<file path="config.mk">
export PLATFORM = sky130hd
export DESIGN_NAME = guitar_hero_cpu
export DESIGN_NICKNAME = d
export VERILOG_FILES = /design/src/rtl/guitar_hero_cpu.sv
export SDC_FILE = /design/constraint.sdc
export NUM_CORES = 1
export LEC_CHECK = 0
export BUFFER_PORTS_ARGS = -buffer_cell sky130_fd_sc_hd__buf_2
export CAP_MARGIN = 20
export CORE_MARGIN = 8
export CORE_UTILIZATION = 40
export CTS_BUF_LIST = sky130_fd_sc_hd__clkbuf_16
export DETAILED_ROUTE_END_ITERATION = 10
export SETUP_SLACK_MARGIN = 0.02
export SYNTH_ARGS = -nofsm -noshare
export SYNTH_HDL_FRONTEND = slang
export SYNTH_SLANG_ARGS = --single-unit
</file>
<file path="constraint.sdc">
create_clock -name clock -period 5.8 [get_ports clock]
set_input_delay 0.58 -clock clock [delete_from_list [all_inputs] [get_ports clock]]
set_output_delay 0.58 -clock clock [all_outputs]
set_load 0.02 [all_outputs]
</file>
<file path="src/rtl/guitar_hero_cpu.sv">
// guitar_hero_cpu: multi-cycle ECE350-style core (FETCH/EXEC/MEM/WB)
// with game-input sampling (gin) and a published score register (setscore).
module guitar_hero_cpu #(
    parameter logic [31:0] RESET_PC = 32'd0
) (
    input  logic        clock,
    input  logic        reset,
    output logic [31:0] address_imem,
    input  logic [31:0] q_imem,
    output logic        ctrl_writeEnable,
    output logic [4:0]  ctrl_writeReg,
    output logic [4:0]  ctrl_readRegA,
    output logic [4:0]  ctrl_readRegB,
    output logic [31:0] data_writeReg,
    input  logic [31:0] data_readRegA,
    input  logic [31:0] data_readRegB,
    output logic        wren,
    output logic [31:0] address_dmem,
    output logic [31:0] data,
    input  logic [31:0] q_dmem,
    input  logic [3:0]  buttons,
    input  logic [3:0]  intersections,
    input  logic        strum,
    input  logic        gameclk,
    output logic [31:0] score
);
    localparam logic [1:0] FETCH = 2'd0, EXEC = 2'd1, MEM = 2'd2, WB = 2'd3;
    localparam logic [4:0] OP_R = 5'b00000, OP_J = 5'b00001, OP_BNE = 5'b00010,
        OP_JAL = 5'b00011, OP_JR = 5'b00100, OP_ADDI = 5'b00101, OP_BLT = 5'b00110,
        OP_SW = 5'b00111, OP_LW = 5'b01000, OP_SETX = 5'b10101, OP_BEX = 5'b10110,
        OP_GIN = 5'b11000, OP_SCORE = 5'b11001;

    logic [1:0]  state_q, state_d;
    logic [31:0] pc_q, pc_d, score_q, score_d, addr_q, addr_d, sdata_q, sdata_d;
    logic [4:0]  ldreg_q, ldreg_d;
    logic        lw_q, lw_d;
    logic [4:0]  op, rd, rs, rt, shamt, aluop, exec_reg;
    logic [31:0] imm, target, a, b, alu, sum, pc1, branch, next_pc, exec_val;
    logic        is_mem, exec_wr, in_exec;
    logic        unused_low;

    assign unused_low = ^q_imem[1:0];
    assign in_exec = state_q == EXEC;

    always_ff @(posedge clock or posedge reset) begin
        if (reset) begin
            state_q <= FETCH;
            pc_q    <= RESET_PC;
            score_q <= '0;
            addr_q  <= '0;
            sdata_q <= '0;
            ldreg_q <= '0;
            lw_q    <= 1'b0;
        end else begin
            state_q <= state_d;
            pc_q    <= pc_d;
            score_q <= score_d;
            addr_q  <= addr_d;
            sdata_q <= sdata_d;
            ldreg_q <= ldreg_d;
            lw_q    <= lw_d;
        end
    end

    // Decode and datapath; instruction word is only valid during EXEC
    always_comb begin
        op     = q_imem[31:27];
        rd     = q_imem[26:22];
        rs     = q_imem[21:17];
        rt     = q_imem[16:12];
        shamt  = q_imem[11:7];
        aluop  = q_imem[6:2];
        imm    = {{15{q_imem[16]}}, q_imem[16:0]};
        target = {5'b0, q_imem[26:0]};
        ctrl_readRegA = (op == OP_JR || op == OP_SCORE) ? rd : op == OP_BEX ? 5'd30 : rs;
        ctrl_readRegB = op == OP_R ? rt : rd;
        a = data_readRegA;
        b = data_readRegB;
        alu = aluop == 5'd0 ? a + b :
              aluop == 5'd1 ? a - b :
              aluop == 5'd2 ? a & b :
              aluop == 5'd3 ? a | b :
              aluop == 5'd4 ? a << shamt :
              aluop == 5'd5 ? $unsigned($signed(a) >>> shamt) : '0;
        sum    = a + imm;
        pc1    = pc_q + 32'd1;
        branch = pc1 + imm;
        next_pc = (op == OP_J || op == OP_JAL) ? target :
                  op == OP_JR ? a :
                  (op == OP_BEX && a != '0) ? target :
                  (op == OP_BNE && b != a) ? branch :
                  (op == OP_BLT && $signed(b) < $signed(a)) ? branch : pc1;
        is_mem   = op == OP_SW || op == OP_LW;
        exec_wr  = op == OP_R || op == OP_ADDI || op == OP_JAL || op == OP_SETX || op == OP_GIN;
        exec_reg = op == OP_JAL ? 5'd31 : op == OP_SETX ? 5'd30 : rd;
        exec_val = op == OP_R ? alu :
                   op == OP_ADDI ? sum :
                   op == OP_JAL ? pc1 :
                   op == OP_SETX ? target :
                   {22'b0, gameclk, strum, intersections, buttons};
    end

    always_comb begin
        state_d = state_q == FETCH ? EXEC :
                  in_exec ? (is_mem ? MEM : FETCH) :
                  (state_q == MEM && lw_q) ? WB : FETCH;
        pc_d    = in_exec ? next_pc : pc_q;
        score_d = (in_exec && op == OP_SCORE) ? a : score_q;
        addr_d  = (in_exec && is_mem) ? sum : addr_q;
        sdata_d = (in_exec && is_mem) ? b : sdata_q;
        ldreg_d = (in_exec && is_mem) ? rd : ldreg_q;
        lw_d    = in_exec ? op == OP_LW : lw_q;
    end

    always_comb begin
        address_imem     = pc_q;
        address_dmem     = addr_q;
        data             = sdata_q;
        score            = score_q;
        ctrl_writeReg    = state_q == WB ? ldreg_q : exec_reg;
        data_writeReg    = state_q == WB ? q_dmem : exec_val;
        ctrl_writeEnable = ((in_exec && exec_wr) || state_q == WB) && ctrl_writeReg != 5'd0;
        wren             = state_q == MEM && !lw_q;
    end
endmodule

</file>
# Word-level counts from Yosys, hierarchy flattened
# Cells that the tools add are included.
# totals
reg_bits,136
in_bits,140
out_inout_bits,177
wordCells,87
# op_classes
n_addsub,5
magnitude_cmp,1
n_eq_ne,21
shift,2
n_mux,26
bitwise_logic,2
reduce_logical,23
# ops
operator,count
$mux 32,15
$add 32x32->32,3
$add 32x1->32 const B,1
$and 32x32->32,1
$lt 32x32->1,1
$ne 32x32->1,1
$or 32x32->32,1
$reduce_bool 32->1,1
$shl 32x5->32,1
$sshr 32x5->32,1
$sub 32x32->32,1
$eq 5x3->1 const B,6
$mux 5,6
$mux 27,1
$eq 5x2->1 const B,4
$eq 5x5->1 const B,4
$eq 5x1->1 const B,2
$logic_not 5->1,2
$logic_and 1x1->1,9
$logic_or 1x1->1,8
$mux 2,4
$eq 5x4->1 const B,1
$reduce_bool 5->1,1
$eq 2x2->1 const B,2
other kinds (3),3

# Longest topological paths before layout
# Gate-level depths: netlist (run 1).
# logic_depth
word_depth,9
ltp_mapped,21
mapped_depth_nobuf,19

# Worst setup path after synthesis (run 1)
# No wires, ideal clock.
# synth_timing
kind,in2out
start,input port data_readRegA[12]
end,output port data_writeReg[28]
arrival_ps,3958
t_required_ps,5220
setup_slack_ps,1262
stages,13
n_path_buf,2
cell_sequence,clkbuf_1 -> inv_1 -> ha_1 -> clkbuf_1 -> or4_1 -> or3_1 -> o32ai_2 -> a211o_1 -> a311o_1 -> o21ai_0 -> xnor2_1 -> a211oi_1 -> nor4_1
# synth_between
elab_chain_cells,9
word_cells_on_any_way,14
classes_between,add/sub (3); shift (2); mux (9)
# synth_lines
element,line_no,source
start: declaration,15,"input logic [31:0] data_readRegA,"
$sshr 32x5->32,84,aluop == 5'd5 ? $unsigned($signed(a) >>> shamt) : '0;
$mux 32,84,
$mux 32,83,aluop == 5'd4 ? a << shamt :
$mux 32,82,aluop == 5'd3 ? a | b :
$mux 32,81,aluop == 5'd2 ? a & b :
$mux 32,80,aluop == 5'd1 ? a - b :
$mux 32,79,alu = aluop == 5'd0 ? a + b :
$mux 32 *,96,exec_val = op == OP_R ? alu :
$mux 32 *,121,data_writeReg = state_q == WB ? q_dmem : exec_val;
end: declaration,14,"output logic [31:0] data_writeReg,"
# Every way passes the cells marked *; elsewhere a longest branch is shown, timed or not.

# Worst setup path after layout (run 1)
# layout_timing
start,input port data_readRegA[1]
end,output port data_writeReg[29]
# The elaborated chain is that of the path after synthesis.

==> results of run 1 <==
[worst max path at each step]
stage	endpoint	cells after the start
2_1_floorplan	data_writeReg[28]	13
3_3_place_gp	data_writeReg[27]	15
3_5_place_dp	data_writeReg[29]	15
4_1_cts	data_writeReg[29]	15
5_1_grt	data_writeReg[29]	15
6_report	data_writeReg[29]	15
[state kept, by name, indices dropped and copies added (netlist names)]
name and count:
address_dmem 32, ldreg_q 5, state_q 2, lw_q 1, address_imem 32, data 32
score 32
[critical path, delay by kind of cell]
family / cells / cell delay (ns)
adder cells (fa/ha/maj): 1 / 0.42
AO/OA/AOI/OAI: 10 / 2.95
buffers and inverters: 3 / 0.63
AND/OR/NAND/NOR: 1 / 0.12
[final cells by class]
class / instances / area (um^2)
fill: 5006 / 26200
multi-input combinational: 2173 / 14900
sequential: 136 / 3400
timing repair buffer: 385 / 2140
tap: 622 / 778
inverter: 139 / 527
clock buffer: 17 / 425
clock inverter: 15 / 216
antenna: 2 / 5.00
[Yosys cell counts (20+ instances only)]
library cell	number	area share, %
nor3_1	52	1.3
o21bai_1	20	0.77
clkbuf_1	148	2.9
a221oi_1	48	2.2
o21ai_1	20	0.51
nor4_1	22	0.71
nand3_1	44	1.1
dfrtp_1	136	17
nor2_1	247	4.8
o211ai_1	38	1.5
a211oi_1	30	1.2
o22ai_1	29	0.93
nand2b_1	24	0.77
a21o_1	33	1.3
xnor2_1	74	3.3
nand2_1	296	5.7
a21oi_1	229	5.9
nand4_1	22	0.71
ha_1	197	13
inv_1	137	2.6
o21ai_0	306	7.9
mux4_2	52	6.0
a31oi_1	30	0.96
xor2_1	49	2.2
mux2i_1	60	3.1
[routing by layer]
layer,vias to the layer above,track usage [%]
li1,10000,-
met1,10800,43.9
met2,1203,50.8
met3,172,6.03
met4,2,12.5
met5,-,0
[power by group]
group / leakage [nW] / internal [mW] / switching [mW]
registers: 1.71 / 1.34 / 0.361
logic: 8.20 / 1.55 / 2.78
clock network: 0.301 / 0.728 / 0.549
total: 10.2 / 3.61 / 3.69
[timing repair]
action                    4_1_cts  5_1_grt
gates resized for setup         0        0
hold buffers                    1        0
hold endpoints to repair        8        0
[cells by family (layout without fill, tap and decap cells)]
family / count (synthesis) / after routing / synth area share [%]
flip-flops: 136 / 136 / 17.5
AO/OA/AOI/OAI: 926 / 926 / 29.4
other: 0 / 2 / 0
multiplexers: 129 / 129 / 10.1
adder cells (fa/ha/maj): 201 / 201 / 13.1
AND/OR/NAND/NOR: 794 / 794 / 18.1
XOR/XNOR: 123 / 123 / 5.53
buffers and inverters: 320 / 556 / 6.34
[stage by stage]
stage / hold WS (ns) / power, mW / cell area, um^2 / cells
after floorplan: 0.479 / 4.49 / 19500 / 2629
after global placement: 0.456 / 5.94 / 21700 / 3454
after detailed placement: 0.465 / 5.98 / 21700 / 3454
after CTS: 0.360 / 7.29 / 22400 / 3487
after global routing: 0.371 / 7.78 / 22400 / 3488
final: 0.383 / 7.30 / 22400 / 3489
==> flow_summary_export.csv, run 1 <==
group,metric,value,unit
floorplanning,die_y,237,um
cts,htreeDepth,4,
yosys,synth_flop_cell,"dfrtp_1",
worst_setup_path,reg2reg_from,"address_imem[0]",
global_routing,first_global_vias,21500,
power_and_ir_drop,leakage,10.2,nW
worst_setup_path,rrSetupSlack,1.01,ns
yosys,yosys_warnings,0,
power_and_ir_drop,powerDensity,326,nW/um^2
worst_setup_path,crit_start,"data_readRegA[1]",
sta,timing.final.crit_share,91.5,%
sta,hold_viol,0,
global_routing,antenna_found_initial,3,
detailed_routing,wl_met1,40800,um
yosys,synth.avg_cell_area,7.41,um^2
finish,layout_common_cells,"315 x buf_2, 306 x o21ai_0, 296 x nand2_1, 245 x nor2_1, 229 x a21oi_1",
floorplanning,dieArea,56000,um^2
cts,cts.reportedPaths.clkPinSlew,0.08,ns
finish,final_nets,3193,
sta,tightest_slew,1.13,ns
global_routing,grt_pass1_wl,140000,um
finish,final_util,46.1,%
worst_setup_path,slowest_stage,"o41ai_2",
yosys,synth_cell_types,80,
worst_setup_path,rr_worst_depth,18,
cts,clkLatencyLatePin,0.51,ns
detailed_routing,num_vias,22200,
cts,cts_tree,"done",
detailed_routing,final_antenna_net_count,0,
global_routing,grt_util_all_layers,32.4,%
yosys,synth_area,19500,um^2
min_path,worstHoldEndpoint,"address_imem[20]",
sta,relSlewSlack,23.6,%
detailed_routing,wire_per_inst,27.0,um
finish,area_growth_syn_to_layout,14.9,%
finish,final_common_cell,"buf_2",
sta,min_period,5.31,ns
sta,finClkSkew,0.0199,ns
detailed_routing,routed_wl,94200,um
detailed_routing,met2_length,42100,um
cts,cts_num_sinks,136,
placement,place_hpwl,74000,um
worst_setup_path,path_class,"in2out",
detailed_routing,via_per_inst,6.36,
global_routing,gr-total-overflow,0,
sta,finalMaxSlewViolations,0,
floorplanning,io_pins,317,
worst_setup_path,cp_data_required_time,5.22,ns
detailed_routing,drtIter0Drc,2371,
worst_setup_path,cp_max_fo,10,
floorplanning,die-width,237,um
cts,clockBufferDepth,2,
placement,io_buffers,316,
detailed_routing,top_layer,"met5",
detailed_routing,route.detailed.drc,0,
worst_setup_path,path_cells,"buf_2 > inv_1 > ha_1 > o21bai_1 > a221oi_1 > nor3_2 > o41ai_2 > o211ai_1 > a21oi_1 > o41a_1 > o22ai_1 > o31a_1 > o21ai_0 > a31oi_1 > buf_2",
yosys,syn_nets,2970,
worst_setup_path,critPathArrivalTime,4.73,ns
sta,fin_tns_setup,0,ns
floorplanning,start_util,40.1,%
detailed_routing,dr.pass1.iters,5,
yosys,ys_seq_elements,136,
sta,setup_viol_count_final,0,
yosys,synth_cells,2629,
finish,drive_gt1_share,17.9,%
floorplanning,rows,81,
cts,postCtsSetupBuffers,0,
yosys,async_flop_share,100,%
worst_setup_path,start_kind,"input pin",
sta,max_freq,0.188,GHz
worst_setup_path,cp_common_cell,"buf_2",
cts,ctsRootBufferMaster,"clkbuf_16",
sta,grt_setup_unrepaired,"false",
worst_setup_path,r2r-end,"address_imem[31]",
status,status,"complete, no violations",
yosys,synth_edf_count,0,
power_and_ir_drop,max-vdd-ir-drop,0.000223,V
placement,gp_congestion,0.963,
placement,dp_slack,0.684,ns
worst_setup_path,cpPeakStageDelay,0.73,ns
min_path,worstHoldPathCells,3,
min_path,min_path_type,"in2reg",
run,drv_cap,0,
sta,worst_slack,0.494,ns
global_routing,grt_max_degree,79,
detailed_routing,wl_met3,7790,um
worst_setup_path,end_kind,"output pin",
min_path,min-delay-start,"q_imem[20]",
yosys,synth_seq_area_share,17.5,%
cts,cts_buffers,17,
floorplanning,design.core.area,48500,um^2
No activity file was read; power rests on OpenSTA's default activity.
==> run 2: changes to the inputs <==
--- a/config.mk
+++ b/config.mk
@@ -7,10 +7,13 @@
 export LEC_CHECK = 0
 export BUFFER_PORTS_ARGS = -buffer_cell sky130_fd_sc_hd__buf_2
 export CAP_MARGIN = 20
+export CELL_PAD_IN_SITES_DETAIL_PLACEMENT = 0
+export CELL_PAD_IN_SITES_GLOBAL_PLACEMENT = 1
 export CORE_MARGIN = 8
 export CORE_UTILIZATION = 40
 export CTS_BUF_LIST = sky130_fd_sc_hd__clkbuf_16
 export DETAILED_ROUTE_END_ITERATION = 10
+export PLACE_DENSITY_LB_ADDON = 0.1
 export SETUP_SLACK_MARGIN = 0.02
 export SYNTH_ARGS = -nofsm -noshare
 export SYNTH_HDL_FRONTEND = slang
==> run 2 against run 1 <==
Global-route usage up 1.9 points. Die area unchanged. Via count up 2.2%. Power down 0.64%. Register-to-register slack better by 0.09 ns. Wire length up 6.0%. Count of clock-buffer cells in the layout unchanged. Critical endpoint is now data_writeReg[27]. Largest power group unchanged.
==> flow_summary_export.csv, run 2 (synthesized netlist as in run 1, its figures left out) <==
group,metric,value,unit
status,status,"complete, no violations",
cts,cts.reportedPaths.clkPinSlew,0.07,ns
finish,area_growth_syn_to_layout,15.5,%
global_routing,antenna_found_initial,4,
sta,finalMaxSlewViolations,0,
finish,final_util,46.4,%
power_and_ir_drop,seq_power_share,23.2,%
finish,antenna_cells,0,
power_and_ir_drop,p_int,3.51,mW
run,drv_cap,0,
sta,worst_slack,0.496,ns
cts,postCtsSetupBuffers,0,
power_and_ir_drop,fin_total_pwr,7.25,mW
placement,gp_congestion,0.993,
detailed_routing,final_antenna_net_count,0,
finish,layout_common_cells,"315 x buf_2, 306 x o21ai_0, 296 x nand2_1, 247 x nor2_1, 229 x a21oi_1",
sta,max_freq,0.189,GHz
detailed_routing,num_vias,22700,
detailed_routing,drtIter0Drc,2798,
global_routing,gr-total-overflow,0,
cts,cts_num_sinks,136,
power_and_ir_drop,powerDensity,322,nW/um^2
sta,fin_tns_setup,0,ns
sta,holdWs,0.358,ns
detailed_routing,wire_per_inst,28.4,um
finish,fin_cells,3515,
sta,hold_viol,0,
floorplanning,design.core.area,48500,um^2
finish,drive_gt1_share,18.5,%
sta,relSlewSlack,24.1,%
finish,final_nets,3221,
detailed_routing,dr.pass1.iters,6,
cts,clkLatencyLatePin,0.51,ns
finish,regArea,3400,um^2
cts,htreeDepth,4,
floorplanning,dieArea,56000,um^2
worst_setup_path,start_kind,"input pin",
global_routing,grt_max_degree,79,
cts,cts_resized,0,
power_and_ir_drop,power_frac_comb,60.9,%
min_path,worstHoldPathCells,3,
power_and_ir_drop,leakage,10.3,nW
floorplanning,start_util,40.1,%
floorplanning,io_pins,317,
power_and_ir_drop,max-vdd-ir-drop,0.000245,V
floorplanning,die_y,237,um
worst_setup_path,path_class,"in2out",
power_and_ir_drop,clock_power_share,15.9,%
sta,grt_setup_unrepaired,"false",
min_path,min_path_type,"in2reg",
power_and_ir_drop,p_switching,3.75,mW
detailed_routing,route.detailed.drc,0,
finish,fin_area,22500,um^2
worst_setup_path,critPathArrivalTime,4.72,ns
global_routing,grt_util_all_layers,34.3,%
worst_setup_path,rr_worst_depth,17,
sta,timing.final.crit_share,91.4,%
worst_setup_path,end_kind,"output pin",
worst_setup_path,cp_data_required_time,5.22,ns
sta,setup_viol_count_final,0,
power_and_ir_drop,swShare,51.7,%
placement,place_hpwl,77100,um
global_routing,grt_pass1_wl,146000,um
finish,final_common_cell,"buf_2",
finish,multi_input_area,14900,um^2
cts,ctsRootBufferMaster,"clkbuf_16",
placement,placed_area,21900,um^2
floorplanning,die-width,237,um
placement,io_buffers,316,
finish,nFillCells,4998,
cts,cts_buffers,17,
cts,cts_tree,"done",
detailed_routing,via_per_inst,6.45,
sta,tightest_slew,1.13,ns
worst_setup_path,cp_max_fo,13,
placement,placedCellCount,3482,
global_routing,first_global_vias,21700,
worst_setup_path,rrSetupSlack,1.10,ns
floorplanning,rows,81,
detailed_routing,routed_wl,99800,um
sta,finClkSkew,0.0175,ns
cts,clockBufferDepth,2,
sta,min_period,5.30,ns
placement,dp_slack,0.658,ns
## run 2: cell count changes in the layout (fill, tap and decap cells not counted)
cell        delta
nor2_2         -2
diode_2        -2
clkinv_4       +3
inv_6          +1
buf_4         +29
clkinvlp_4     -4
buf_12         -1
nor2_1         +2
bufinv_16      -3
clkinv_1       +3
## run 2: what timing repair did
item,in CTS,in global routing
hold buffers,1,0
endpoints found under the setup margin,0,0
endpoints found under the hold margin,14,0
## run 2: cell type report
class                   instances  share of cell area (%)
inverters                     139                    2.34
repair buffers                413                    10.4
well taps                     622                    3.46
clock inverters                15                   0.634
multi-input cells            2173                    66.2
flip-flops and latches        136                    15.1
clock buffers                  17                    1.89
## run 2: worst paths after layout
kind,endpoint,start
worst max-delay path,data_writeReg[27],data_readRegA[10]
worst min-delay path,address_imem[20],q_imem[20]
worst max register to register,address_imem[31],address_imem[0]
worst min register to register,data[23],data[23]
max in group asynchronous,data[0],reset
min in group asynchronous,address_imem[28],reset
## run 2: power groups by stage
stage / clock [mW] / combinational [mW] / sequential, mW
after floorplan: 0 / 2.42 / 2.07
after global placement: 0 / 4.35 / 1.68
after detailed placement: 0 / 4.35 / 1.69
after CTS: 1.17 / 4.37 / 1.68
after global routing: 1.20 / 4.78 / 1.73
final: 1.15 / 4.42 / 1.68
## run 2: worst max-delay path, stage by stage
cell and delay (ns):
buf_2 0.12, buf_4 0.20, ha_1 0.38, a21oi_1 0.35, nand3_1 0.14, a211oi_1 0.54
buf_4 0.23, o31ai_1 0.13, a31oi_1 0.43, nand2_1 0.16, a21oi_1 0.31, xnor2_1 0.13
o21ai_0 0.54, o221a_2 0.31, buf_2 0.16
## run 2: per-layer routing
metal / global-route usage (%) / wire, um / vias to the layer above
li1: - / - / 10100
met5: 0 / 41 / -
met2: 53.7 / 44300 / 1324
met1: 46.3 / 42400 / 11000
met3: 6.98 / 9400 / 199
met4: 12.8 / 3600 / 6
